[src/rtl/if_fetch_unit_if.sv]
// Instruction-memory read port between the fetch stage (master) and inst_mem (slave).
// inst_mem is combinational, so rdata is valid in the same cycle as addr.
interface if_fetch_unit_if;
    logic [31:0] imem_addr;
    logic [31:0] imem_rdata;

    modport master (
        output imem_addr,
        input  imem_rdata
    );

    modport slave (
        input  imem_addr,
        output imem_rdata
    );
endinterface

[src/rtl/if_fetch_unit.sv]
// Instruction-fetch stage: owns the PC, reads inst_mem and fills the IF/ID register.
// Handles stall, flush and EX redirect, and counts instructions loaded into IF/ID.
module if_fetch_unit #(
    parameter logic [31:0] RESET_PC  = 32'h0000_0000,
    parameter logic [31:0] NOP_INSTR = 32'h0000_0013
) (
    input  logic                   clk,
    input  logic                   reset,
    if_fetch_unit_if.master        imem,
    input  logic                   stall_f,
    input  logic                   stall_d,
    input  logic                   flush_d,
    input  logic                   pc_src_e,
    input  logic [31:0]            pc_target_e,
    output logic [31:0]            pc_f,
    output logic [31:0]            instr_d,
    output logic [31:0]            pc_d,
    output logic [31:0]            pc_plus4_d,
    output logic                   valid_d,
    output logic                   misalign_o,
    output logic [31:0]            fetch_count
);

    logic [31:0] pc_reg,          pc_next;
    logic [31:0] instr_reg,       instr_next;
    logic [31:0] pc_d_reg,        pc_d_next;
    logic [31:0] pc_plus4_d_reg,  pc_plus4_d_next;
    logic        valid_reg,       valid_next;
    logic        misalign_reg,    misalign_next;
    logic [31:0] fetch_count_reg, fetch_count_next;

    logic [31:0] pc_plus4;
    logic        load_d;

    assign pc_plus4 = pc_reg + 32'd4;

    // Redirect wins over stall_f; the low target bits are dropped so fetch stays word-aligned.
    always_comb begin
        pc_next = pc_plus4;
        if (pc_src_e) begin
            pc_next = {pc_target_e[31:2], 2'b00};
        end else if (stall_f) begin
            pc_next = pc_reg;
        end
    end

    assign misalign_next = pc_src_e & (pc_target_e[1:0] != 2'b00);

    // flush_d wins over stall_d; a redirect alone does not squash the wrong-path word.
    assign load_d = ~flush_d & ~stall_d;

    always_comb begin
        instr_next      = instr_reg;
        pc_d_next       = pc_d_reg;
        pc_plus4_d_next = pc_plus4_d_reg;
        valid_next      = valid_reg;
        if (flush_d) begin
            instr_next      = NOP_INSTR;
            pc_d_next       = 32'd0;
            pc_plus4_d_next = 32'd0;
            valid_next      = 1'b0;
        end else if (!stall_d) begin
            instr_next      = imem.imem_rdata;
            pc_d_next       = pc_reg;
            pc_plus4_d_next = pc_plus4;
            valid_next      = 1'b1;
        end
    end

    assign fetch_count_next = load_d ? fetch_count_reg + 32'd1 : fetch_count_reg;

    always_ff @(posedge clk) begin
        if (reset) begin
            pc_reg          <= RESET_PC;
            instr_reg       <= NOP_INSTR;
            pc_d_reg        <= 32'd0;
            pc_plus4_d_reg  <= 32'd0;
            valid_reg       <= 1'b0;
            misalign_reg    <= 1'b0;
            fetch_count_reg <= 32'd0;
        end else begin
            pc_reg          <= pc_next;
            instr_reg       <= instr_next;
            pc_d_reg        <= pc_d_next;
            pc_plus4_d_reg  <= pc_plus4_d_next;
            valid_reg       <= valid_next;
            misalign_reg    <= misalign_next;
            fetch_count_reg <= fetch_count_next;
        end
    end

    assign imem.imem_addr = pc_reg;
    assign pc_f           = pc_reg;
    assign instr_d        = instr_reg;
    assign pc_d           = pc_d_reg;
    assign pc_plus4_d     = pc_plus4_d_reg;
    assign valid_d        = valid_reg;
    assign misalign_o     = misalign_reg;
    assign fetch_count    = fetch_count_reg;

endmodule

[src/flat_wrapper.sv]
// flat-port wrapper written by rule: the top's interface ports become plain ports
module if_fetch_unit_flat 
#(
    parameter logic [31:0] RESET_PC  = 32'h0000_0000,
    parameter logic [31:0] NOP_INSTR = 32'h0000_0013
)
  (clk, reset, stall_f, stall_d, flush_d, pc_src_e, pc_target_e, pc_f, instr_d, pc_d, pc_plus4_d, valid_d, misalign_o, fetch_count, imem_imem_addr, imem_imem_rdata);
  if_fetch_unit_if imem_i ();
  input  logic clk;
  input  logic reset;
  input  logic stall_f;
  input  logic stall_d;
  input  logic flush_d;
  input  logic pc_src_e;
  input  logic [31:0] pc_target_e;
  output logic [31:0] pc_f;
  output logic [31:0] instr_d;
  output logic [31:0] pc_d;
  output logic [31:0] pc_plus4_d;
  output logic valid_d;
  output logic misalign_o;
  output logic [31:0] fetch_count;
  output wire logic [$bits(imem_i.imem_addr)-1:0] imem_imem_addr;
  input wire logic [$bits(imem_i.imem_rdata)-1:0] imem_imem_rdata;
  assign imem_imem_addr = imem_i.imem_addr;
  assign imem_i.imem_rdata = imem_imem_rdata;
  if_fetch_unit #(.RESET_PC(RESET_PC), .NOP_INSTR(NOP_INSTR)) u_core (.clk(clk), .reset(reset), .imem(imem_i), .stall_f(stall_f), .stall_d(stall_d), .flush_d(flush_d), .pc_src_e(pc_src_e), .pc_target_e(pc_target_e), .pc_f(pc_f), .instr_d(instr_d), .pc_d(pc_d), .pc_plus4_d(pc_plus4_d), .valid_d(valid_d), .misalign_o(misalign_o), .fetch_count(fetch_count));
endmodule
[config.mk]
export PLATFORM = sky130hd
export DESIGN_NAME = if_fetch_unit_flat
export DESIGN_NICKNAME = d
export VERILOG_FILES = /design/src/rtl/if_fetch_unit_if.sv /design/src/rtl/if_fetch_unit.sv /design/src/flat_wrapper.sv
export SDC_FILE = /design/constraint.sdc
export NUM_CORES = 1
export LEC_CHECK = 0
export ABC_AREA = 1
export BUFFER_PORTS_ARGS = -buffer_cell sky130_fd_sc_hd__buf_2
export CORE_ASPECT_RATIO = 0.8
export CORE_MARGIN = 10
export CORE_UTILIZATION = 50
export CTS_CLUSTER_SIZE = 25
export DETAILED_ROUTE_END_ITERATION = 8
export HOLD_SLACK_MARGIN = 0.15
export PLACE_DENSITY = 0.8
export REMOVE_ABC_BUFFERS = 1
export SYNTH_ARGS = -nofsm -noshare
export SYNTH_HDL_FRONTEND = slang
export SYNTH_SLANG_ARGS = --single-unit
export TNS_END_PERCENT = 100
[constraint.sdc]
create_clock -name clk -period 3.3 [get_ports clk]
set_clock_uncertainty 0.1 [all_clocks]
set_input_delay 0.165 -clock clk [delete_from_list [all_inputs] [get_ports clk]]
set_output_delay 0.165 -clock clk [all_outputs]
set_load 0.01 [all_outputs]
### Word level (Yosys, flattened, before mapping)

Index checks and enable logic that the tools add are counted.

* input bits: 70
* output and inout bits: 194
* word-level logic and storage cells: 20
* register bits: 162

* add/sub/neg operators: 2
* reduce and logical (&&, ||, !) cells: 3
* muxes and demuxes: 2
* equality and inequality tests: 1
* bitwise gates (word level): 4

Operators by type and width (count)
* 2-to-1 mux 32 bit: 2
* adder 32 x 1 -> 32 bit (second input constant): 1
* adder 32 x 3 -> 32 bit (second input constant): 1
* OR reduction 2 bit: 2
* AND 1 bit: 2
* inequality test 2 x 1 -> 1 bit (second input constant): 1
* inverter 1 bit: 2
* nonzero test 2 bit: 1

### Logic depth before layout (Yosys ltp)

Gate-level depths: netlist of the first run.

* depth in word-level cells: 3
* gate-level depth with buffers: 11

### Worst setup path after synthesis of the first run

OpenSTA, ideal clock, no wires.

* path type: register -> register
* from: register u_core.fetch_count_reg[0], in the netlist u_core.fetch_count[0]
* to: register u_core.fetch_count_reg[24], in the netlist u_core.fetch_count[24]
* arrival: 1451 ps
* stages on the path, launching flop included: 9
* buffers on the path: 0
* required time: 3083 ps
* path slack: 1633 ps
* cell sequence: dfxtp_1 > ha_1 > nand3_1 > nor2_4 > nand3_2 > nor2_4 > nand2_1 > nor3_1 > nor2_1

* word-level cells in the longest chain between the ends: 1

RTL lines
* start, declared: RTL line if_fetch_unit.sv:30 `logic [31:0] fetch_count_reg, fetch_count_next;`
* start signal, assigned: RTL line if_fetch_unit.sv:88 `fetch_count_reg <= fetch_count_next;`
* adder 32 x 1 -> 32 bit: RTL line if_fetch_unit.sv:70 `assign fetch_count_next = load_d ? fetch_count_reg + 32'd1 : fetch_count_reg;`

Every way passes these cells.
A chain may end at the register's enable or synchronous reset.

==> results.py, run 1 <==
metrics = {
    "critical_path": {
        "crit_cells": 7,
        "crit_end": "u_core.instr_d[1]",
        "slowest_stage": "dlygate4sd3_1",
        "path_buf_inv": 5,
        "arrival_ns": 2.52,
        "path_common_cell": "dlygate4sd3_1",
        "worstPathCellList": "dlygate4sd3_1 > buf_2 > inv_4 > nand2_1 > dlygate4sd3_1 > nand3_1 > dlygate4sd3_1",
        "crit_required_ns": 3.57,
        "ff2ff_setup_slack_ns": 1.37,
        "r2r-start": "u_core.imem.imem_addr[11]",
        "max_stage_delay_ns": 0.59,
        "crit_path_start": "stall_d",
        "crit_family": "buffers and inverters",
        "worstSetupPathType": "in2reg",
        "r2r_cells": 9,
        "r2r-end": "u_core.pc_plus4_d[27]",
        "cp_max_fo": 53,
        "crit_path_end_kind": "register",
        "setup.worst_path.start_class": "primary input",
    },
    "yosys": {
        "netlist_area_um2": 7537,
        "synth_seq_cells": 156,
        "postSynthCellCount": 1102,
        "yosysWarnings": 0,
        "syn_area_per_cell_um2": 6.840,
        "ys_types": 38,
        "ys_seq_area_share_pct": 41.43,
    },
    "placed_design": {
        "portBuffers": 255,
        "pre_cts_ws_ns": 1.381,
        "gp_congestion": 0.9586,
        "post-dp-hpwl_um": 17410,
        "placedCellCount": 1478,
    },
    "finish": {
        "final_cell_mix": "nand2_1, buf_2, dfxtp_1",
        "area_delta_synth_final_pct": 32.42,
        "antenna_cells": 0,
        "layout.cells.non_filler": 1584,
        "nNetsFinal": 1454,
        "fin_util_pct": 66.92,
        "drive_gt1_share_pct": 24.37,
        "final_common_cell": "nand2_1",
    },
    "min_path": {
        "min_from": "reset",
        "hold_path.class": "in2reg",
    },
    "floorplanning": {
        "die_x_um": 157.3,
        "ios": 264,
        "fp.dieH_um": 129.8,
        "start_util_pct": 50.54,
        "fp.dieArea_um2": 20420,
        "core-area_um2": 14910,
        "rows": 40,
    },
    "global_route": {
        "grt_pass1_vias": 7618,
        "grt_first_pass_wirelength_um": 40170,
        "antenna_found_initial": 0,
        "grt-ovfl-total": 0,
        "grt_usage_pct": 24.47,
        "grt_max_degree": 72,
    },
    "run_status": {
        "status": "finished clean",
    },
    "timing": {
        "fin_tns_setup_ns": 0,
        "rsz0062_at_grt": "false",
        "finalHoldViolCount": 0,
        "setup_viol": 0,
        "finalCriticalPeriod_ns": 2.251,
        "fin_ws_ns": 1.049,
        "maxSlewViolCount": 0,
        "worst_pin_slew_ns": 0.8190,
        "slew_headroom_pct": 45.40,
        "finalCritPeriodShare_pct": 68.22,
        "max_freq_mhz": 444.2,
    },
    "pwr": {
        "sw_frac_of_total_pct": 27.72,
        "total_power_mw": 4.461,
        "p_comb_share_pct": 11.5,
        "p_switching_mw": 1.237,
        "powerDensity_nw_per_um2": 447.0,
        "pwr-share-clk_pct": 43.4,
        "p_leak_nw": 4.713,
        "internal_power_mw": 3.225,
        "irDropWorstVdd_v": 0.0003542,
        "seq_power_share_pct": 45.1,
    },
    "drt": {
        "num_vias": 8091,
        "first_pass_iters": 8,
        "wl_per_cell_um": 16.24,
        "drc_errors": 0,
        "via_per_inst": 5.108,
        "drtIter0Drc": 647,
        "wirelength_um": 25720,
        "antenna_left": 0,
    },
    "clock_network": {
        "cts_buffers": 17,
        "clk_pin_slew_ns": 0.07,
        "insertion_delay_ns": 0.43,
        "cts_tree": "yes",
        "cts_htree_levels": 4,
        "root_buffer": "clkbuf_16",
        "clock_sinks": 156,
        "post_cts_resized": 0,
        "cts_max_path_buffers": 2,
    },
    "job": {
        "cap_viol_max_count": 0,
    },
}
worst min-delay path: stages:
cell,delay [ns]
buf_2,0.11
nor2_2,0.03
buf_4,0.22
nand3_1,0.13
kinds of logic after synthesis:
group,after synthesis,synth area share (%)
DFF,156,41.43
xor gates and xnor gates,17,2.075
AOI/OAI and AO/OA,186,13.01
and+or+nand+nor,550,31.37
buffers and inverters,190,11.72
adders and majority gates,2,0.3320
other,1,0.04975
power by group through the flow:
| stage | logic [mW] | registers, mW | clock network (mW) |
|---|---|---|---|
| 6_report | 0.513 | 2.01 | 1.94 |
| 5_1_grt | 0.563 | 2.02 | 2.04 |
| 4_1_cts | 0.504 | 2.01 | 1.97 |
| 3_5_place_dp | 0.433 | 2.05 | 0 |
| 3_3_place_gp | 0.428 | 2.05 | 0 |
| 2_1_floorplan | 0.172 | 2.08 | 0 |
synthesized netlist by cell type:
cell,number,area share (%)
buf_2,11,0.73
conb_1,1,0.050
a22o_1,6,0.70
a211oi_1,1,0.10
ha_1,2,0.33
a21o_1,1,0.10
buf_4,39,3.9
nand3b_1,1,0.10
o21ai_0,60,4.0
xor2_2,1,0.22
nor2_2,6,0.50
nand4_1,3,0.25
clkbuf_1,32,1.6
inv_2,4,0.20
inv_4,1,0.083
dfxtp_1,156,41
nor3_2,1,0.13
nor2_4,16,2.4
nand2_2,8,0.66
xnor2_1,4,0.46
buf_6,1,0.15
nor3_1,9,0.60
o21a_1,4,0.40
nand3_1,40,2.7
nor2_1,144,7.2
nand4_2,1,0.17
a21oi_1,98,6.5
o21ai_1,7,0.46
nand3_2,2,0.27
a31oi_1,8,0.66
o211ai_1,1,0.10
nor3_4,1,0.22
inv_1,102,5.1
xor2_1,12,1.4
and2_1,1,0.083
nand2_1,312,16
nor3b_1,2,0.20
nand2_4,3,0.45
metrics by stage:
stage	cell area [um2]	hold slack [ns]
after floorplan	7084	0.1341
after global placement	8660	0.2668
after detailed placement	8660	0.2707
after CTS	9981	0.1569
after global routing	9981	0.1757
final	9981	0.1714
per-layer routing:
layer  wire (um)  global-route usage, %  up-vias  share of wire, %
met5           0                      0        -                 0
met4         855                  10.26        0               3.3
met3        2557                  7.599       61               9.9
met2       11620                  38.98      379                45
met1       10690                  30.18     3672                42
li1            -                      -     3979                 -
layout make-up:
class / instances / area [um2]
fillers: 1267 / 4933
multi-input cells: 763 / 3560
inverters: 107 / 404.1
well taps: 189 / 236.5
repair buffers: 337 / 2077
flip-flops and latches: 156 / 3123
clock inverters: 15 / 155.1
clock buffers: 17 / 425.4
timing repair:
item | in CTS | in global routing
endpoints found under the hold margin | 79 | 0
hold buffers | 74 | 0
setup endpoints to repair | 0 | 0
setup buffers | 0 | 0
worst min path at each step:
stage	slack [ns]	depth (start not counted)	end
3_5_place_dp	0.27	3	u_core.instr_d[0]
4_1_cts	0.16	4	u_core.instr_d[4]
5_1_grt	0.18	4	u_core.instr_d[4]
3_3_place_gp	0.27	3	u_core.instr_d[1]
6_report	0.17	4	u_core.instr_d[4]
2_1_floorplan	0.13	1	u_core.fetch_count[26]
Power figures use the tool's default switching activity.
==> inputs of run 2 (changes only) <==
==> constraint.sdc (replaced) <==
create_clock -name clk -period 2.33 [get_ports clk]
set_clock_uncertainty 0.1 [all_clocks]
set_input_delay 0.1165 -clock clk [delete_from_list [all_inputs] [get_ports clk]]
set_output_delay 0.1165 -clock clk [all_outputs]
set_load 0.01 [all_outputs]
==> run 2 against run 1 <==
Routed wire length grew 1.8%. Design area grew 1.1%. Worst setup slack lost 0.93 ns. Total power grew 39%. Utilization grew 0.70 points. Via count grew 0.96%. Clock-buffer cell count grew 1. Largest power group unchanged.
==> results.py, run 2 (synthesis results as in run 1) <==
metrics = {
    "critical_path": {
        "slowest_stage": "dlygate4sd3_1",
        "setup.worst_path.start_class": "register",
        "crit_family": "simple AND/OR/NAND/NOR gates",
        "worstPathCellList": "nand2_1 > nor2_1 > nand2_2 > nor2_4 > nand2_1 > nand2_1 > nand2_1 > nand2_1 > a21oi_1 > dlygate4sd3_1",
        "crit_path_end_kind": "register",
        "cp_max_fo": 7,
        "path_buf_inv": 1,
        "max_stage_delay_ns": 0.58,
        "worstSetupPathType": "reg2reg",
        "path_common_cell": "nand2_1",
        "crit_required_ns": 2.55,
        "arrival_ns": 2.43,
    },
    "clock_network": {
        "cts_setup_buffers": 0,
        "cts_max_path_buffers": 2,
        "clock_sinks": 156,
        "cts_htree_levels": 4,
        "insertion_delay_ns": 0.43,
        "clk_pin_slew_ns": 0.07,
        "cts_buffers": 17,
        "cts_tree": "yes",
        "root_buffer": "clkbuf_16",
    },
    "drt": {
        "antenna_left": 0,
        "drc_errors": 0,
        "wl_per_cell_um": 16.42,
        "first_pass_iters": 6,
        "via_per_inst": 5.122,
        "num_vias": 8169,
        "wirelength_um": 26190,
        "drtIter0Drc": 621,
    },
    "finish": {
        "final_common_cell": "nand2_1",
        "nNetsFinal": 1465,
        "final_cell_mix": "nand2_1, buf_2, dfxtp_1",
        "drive_gt1_share_pct": 24.61,
        "antenna_cells": 0,
        "n_fill_cell": 1238,
        "area_delta_synth_final_pct": 33.81,
    },
    "pwr": {
        "p_comb_share_pct": 12.2,
        "powerDensity_nw_per_um2": 613.9,
        "p_switching_mw": 1.733,
        "p_leak_nw": 4.746,
        "internal_power_mw": 4.459,
        "pwr-share-clk_pct": 41.8,
        "total_power_mw": 6.192,
        "sw_frac_of_total_pct": 27.98,
        "seq_power_share_pct": 46.0,
        "irDropWorstVdd_v": 0.0005884,
    },
    "timing": {
        "finalHoldViolCount": 0,
        "setup_viol": 0,
        "max_freq_mhz": 452.5,
        "rsz0062_at_grt": "false",
        "fin_tns_setup_ns": 0,
        "maxSlewViolCount": 0,
        "slew_headroom_pct": 46.84,
        "finalCritPeriodShare_pct": 94.85,
        "worst_pin_slew_ns": 0.7974,
        "finalCriticalPeriod_ns": 2.210,
        "fin_ws_ns": 0.1200,
    },
    "global_route": {
        "grt_max_degree": 114,
        "grt-ovfl-total": 0,
        "grt_usage_pct": 24.60,
        "grt_pass1_vias": 7758,
        "antenna_found_initial": 0,
        "grt_first_pass_wirelength_um": 40430,
    },
    "floorplanning": {
        "core-area_um2": 14910,
        "fp.dieH_um": 129.8,
        "fp.dieArea_um2": 20420,
        "start_util_pct": 50.54,
        "rows": 40,
        "die_x_um": 157.3,
        "ios": 264,
    },
    "placed_design": {
        "pre_cts_ws_ns": 0.4557,
        "gp_congestion": 0.9867,
        "portBuffers": 255,
        "post-dp-hpwl_um": 17470,
    },
    "run_status": {
        "status": "finished clean",
    },
    "job": {
        "cap_viol_max_count": 0,
    },
    "min_path": {
        "hold_path.class": "in2reg",
    },
}
run 2: metrics by stage:
stage / instances / hold slack [ns] / util (%) / instance area (um2)
after floorplan: 1026 / 0.08557 / - / 7084
after global placement: 1479 / 0.2137 / 58.28 / 8692
after detailed placement: 1479 / 0.2237 / 58.28 / 8692
final: 1595 / 0.1690 / 67.63 / 10090
after CTS: 1595 / 0.1554 / 67.58 / 10080
after global routing: 1595 / 0.2088 / 67.63 / 10090
run 2: path summary, 6_finish.rpt:
check	slack (ns)	endpoint	cells after the start	start
setup reg to reg	0.12	u_core.imem.imem_addr[25]	10	u_core.imem.imem_addr[15]
hold / removal	0.17	u_core.imem.imem_addr[26]	5	pc_src_e
hold reg to reg	0.36	u_core.pc_d[6]	2	u_core.pc_d[6]
setup / recovery	0.12	u_core.imem.imem_addr[25]	10	u_core.imem.imem_addr[15]
run 2: cell type report:
type                       count  area, um2  share of cell area (%)
multi-input combinational    763       3560                   35.29
sequential                   156       3131                   31.04
timing repair buffer         348       2210                   21.91
clock buffer                  18      429.2                   4.255
inverter                     107      404.1                   4.007
tap                          189      236.5                   2.345
clock inverter                14      116.4                   1.154
run 2: layer usage:
metal  wire length (um)  GRT usage [%]  share of wire, %
met2              11850          38.71                45
met5                  0              0                 0
met3               2593          7.500               9.9
met4                790          11.53               3.0
met1              10950          30.37                42
run 2: tightest hold or removal path: stages:
cell and delay, ns:
buf_2 0.21, nand2_1 0.10, o21ai_0 0.08, inv_1 0.07
a21oi_1 0.06
run 2: power groups by stage:
stage | clock network [mW] | registers [mW] | logic [mW]
global placement | 0 | 2.90 | 0.623
global route | 2.73 | 2.86 | 0.828
detailed placement | 0 | 2.90 | 0.630
floorplan | 0 | 2.94 | 0.244
finish | 2.59 | 2.85 | 0.757
CTS | 2.62 | 2.84 | 0.744
run 2: repair_timing:
action / 4_1_cts / 5_1_grt
resized for setup: 0 / 6
hold endpoints to repair: 87 / 0
hold buffers: 84 / 0
endpoints found under the setup margin: 0 / 3
==> inputs of run 3 (changes only) <==
--- a/config.mk
+++ b/config.mk
@@ -8,7 +8,6 @@
 export ABC_AREA = 1
 export BUFFER_PORTS_ARGS = -buffer_cell sky130_fd_sc_hd__buf_2
 export CORE_ASPECT_RATIO = 0.8
-export CORE_MARGIN = 10
 export CORE_UTILIZATION = 50
 export CTS_CLUSTER_SIZE = 25
 export DETAILED_ROUTE_END_ITERATION = 8
==> run 3 against run 2 <==
Die area fell by 24%. Sequential share of layout area is 0.37 points higher. Critical endpoint is now u_core.imem.imem_addr[13]. Fmax is essentially flat.
==> results.py, run 3 (synthesis results as in run 1) <==
metrics = {
    "critical_path": {
        "crit_cells": 8,
        "crit_path_end_kind": "register",
        "worstSetupPathType": "reg2reg",
        "slowest_stage": "dlygate4sd3_1",
        "setup.worst_path.start_class": "register",
        "ff2ff_setup_slack_ns": 0.12,
        "arrival_ns": 2.49,
        "r2r-start": "u_core.imem.imem_addr[6]",
        "path_common_cell": "nand2_1",
        "cp_max_fo": 7,
        "crit_end": "u_core.imem.imem_addr[13]",
        "r2r_cells": 8,
        "crit_family": "simple AND/OR/NAND/NOR gates",
        "crit_required_ns": 2.61,
        "max_stage_delay_ns": 0.56,
        "r2r-end": "u_core.imem.imem_addr[13]",
        "worstPathCellList": "nand2_1 > nor2_2 > nand2_4 > nor2_4 > xor2_1 > nand2_1 > a21oi_1 > dlygate4sd3_1",
        "crit_path_start": "u_core.imem.imem_addr[6]",
        "path_buf_inv": 1,
    },
    "timing": {
        "fin_tns_setup_ns": 0,
        "finalCriticalPeriod_ns": 2.210,
        "finalHoldViolCount": 0,
        "hold_slack_ns": 0.3617,
        "slew_headroom_pct": 46.39,
        "rsz0062_at_grt": "false",
        "worst_pin_slew_ns": 0.8041,
        "max_freq_mhz": 452.5,
        "maxSlewViolCount": 0,
        "setup_viol": 0,
        "finalCritPeriodShare_pct": 94.84,
    },
    "min_path": {
        "hold_path.class": "reg2reg",
    },
    "finish": {
        "n_fill_cell": 1204,
        "final_common_cell": "nand2_1",
        "area_delta_synth_final_pct": 32.25,
        "final_cell_mix": "nand2_1, buf_2, dfxtp_1",
        "nNetsFinal": 1454,
        "drive_gt1_share_pct": 24.95,
        "antenna_cells": 0,
        "design_area_um2": 9968,
    },
    "floorplanning": {
        "fp.dieH_um": 111.8,
        "rows": 39,
        "core-area_um2": 14490,
        "die_x_um": 139.3,
        "ios": 264,
        "fp.dieArea_um2": 15570,
        "start_util_pct": 52.01,
    },
    "clock_network": {
        "root_buffer": "clkbuf_16",
        "clk_pin_slew_ns": 0.07,
        "cts_buffers": 17,
        "cts_tree": "yes",
        "cts_htree_levels": 4,
        "clock_sinks": 156,
        "cts_max_path_buffers": 2,
        "insertion_delay_ns": 0.44,
    },
    "global_route": {
        "grt_first_pass_wirelength_um": 37290,
        "grt_pass1_vias": 7498,
        "grt_max_degree": 114,
        "grt_usage_pct": 30.10,
        "antenna_found_initial": 0,
        "grt-ovfl-total": 0,
    },
    "drt": {
        "num_vias": 8108,
        "wirelength_um": 23290,
        "first_pass_iters": 7,
        "via_per_inst": 5.135,
        "drc_errors": 0,
        "wl_per_cell_um": 14.75,
        "antenna_left": 0,
        "drtIter0Drc": 668,
    },
    "placed_design": {
        "post-dp-hpwl_um": 15040,
        "portBuffers": 255,
        "place_area_um2": 8673,
        "gp_congestion": 0.9210,
    },
    "pwr": {
        "powerDensity_nw_per_um2": 621.6,
        "irDropWorstVdd_v": 0.0005235,
        "p_leak_nw": 4.709,
    },
    "run_status": {
        "status": "finished clean",
    },
    "job": {
        "cap_viol_max_count": 0,
    },
}
[run 3: cell types whose count changed in the layout (fill, tap and decap cells not counted), sizes merged]
cell and change:
dlygate4sd3 -11, inv +4, clkinv -2, clkbuf -1, clkinvlp -1
[run 3: worst register-to-register path: stages, from the launching register on]
cell	delay, ns
dfxtp_1	0.48
nand2_1	0.15
nor2_2	0.16
nand2_4	0.11
nor2_4	0.17
xor2_1	0.23
nand2_1	0.07
a21oi_1	0.13
dlygate4sd3_1	0.56
[run 3: layout make-up]
class	instances	area [um2]	share of cell area, %
timing repair buffer	337	2087	20.94
tap	184	230.2	2.310
inverter	107	407.9	4.092
clock inverter	15	127.6	1.280
sequential	156	3131	31.40
clock buffer	17	425.4	4.268
multi-input combinational	763	3560	35.71
[run 3: worst min-delay path by stage]
stage / startpoint / end / cells past startpoint
after floorplan: reset / u_core.fetch_count[26] / 1
after global placement: imem_imem_rdata[0] / u_core.instr_d[0] / 3
after detailed placement: imem_imem_rdata[4] / u_core.instr_d[4] / 3
after CTS: pc_target_e[2] / u_core.imem.imem_addr[2] / 4
after global routing: imem_imem_rdata[5] / u_core.instr_d[5] / 4
final: u_core.pc_d[13] / u_core.pc_d[13] / 2
[run 3: what timing repair did]
action | CTS | global route
hold buffers | 74 | 0
setup buffers | 0 | 0
gates resized for setup | 0 | 7
endpoints found under the setup margin | 0 | 6
endpoints found under the hold margin | 73 | 0
[run 3: stage by stage]
stage	util, %	worst slack (ns)	power [mW]	cells
after floorplan	-	0.5696	3.188	1026
after global routing	68.78	0.001849	6.415	1579
after global placement	59.85	0.4944	3.503	1474
after CTS	68.77	0.07689	6.205	1580
final	68.78	0.1201	6.196	1579
after detailed placement	59.85	0.4478	3.514	1474
[run 3: power breakdown]
part           switching [mW]  internal (mW)  leakage, nW  total [mW]
Sequential             0.0939           2.76         1.27        2.85
Combinational           0.413          0.307         3.17       0.720
Clock                    1.23           1.40        0.268        2.63
Total                    1.74           4.46         4.71        6.20
[run 3: metal layers]
layer	track usage, %	up-vias	wire (um)
li1	-	3986	-
met3	6.710	42	2029
met4	12.22	0	513
met5	0	-	0
met2	49.11	390	10610
met1	38.59	3690	10140
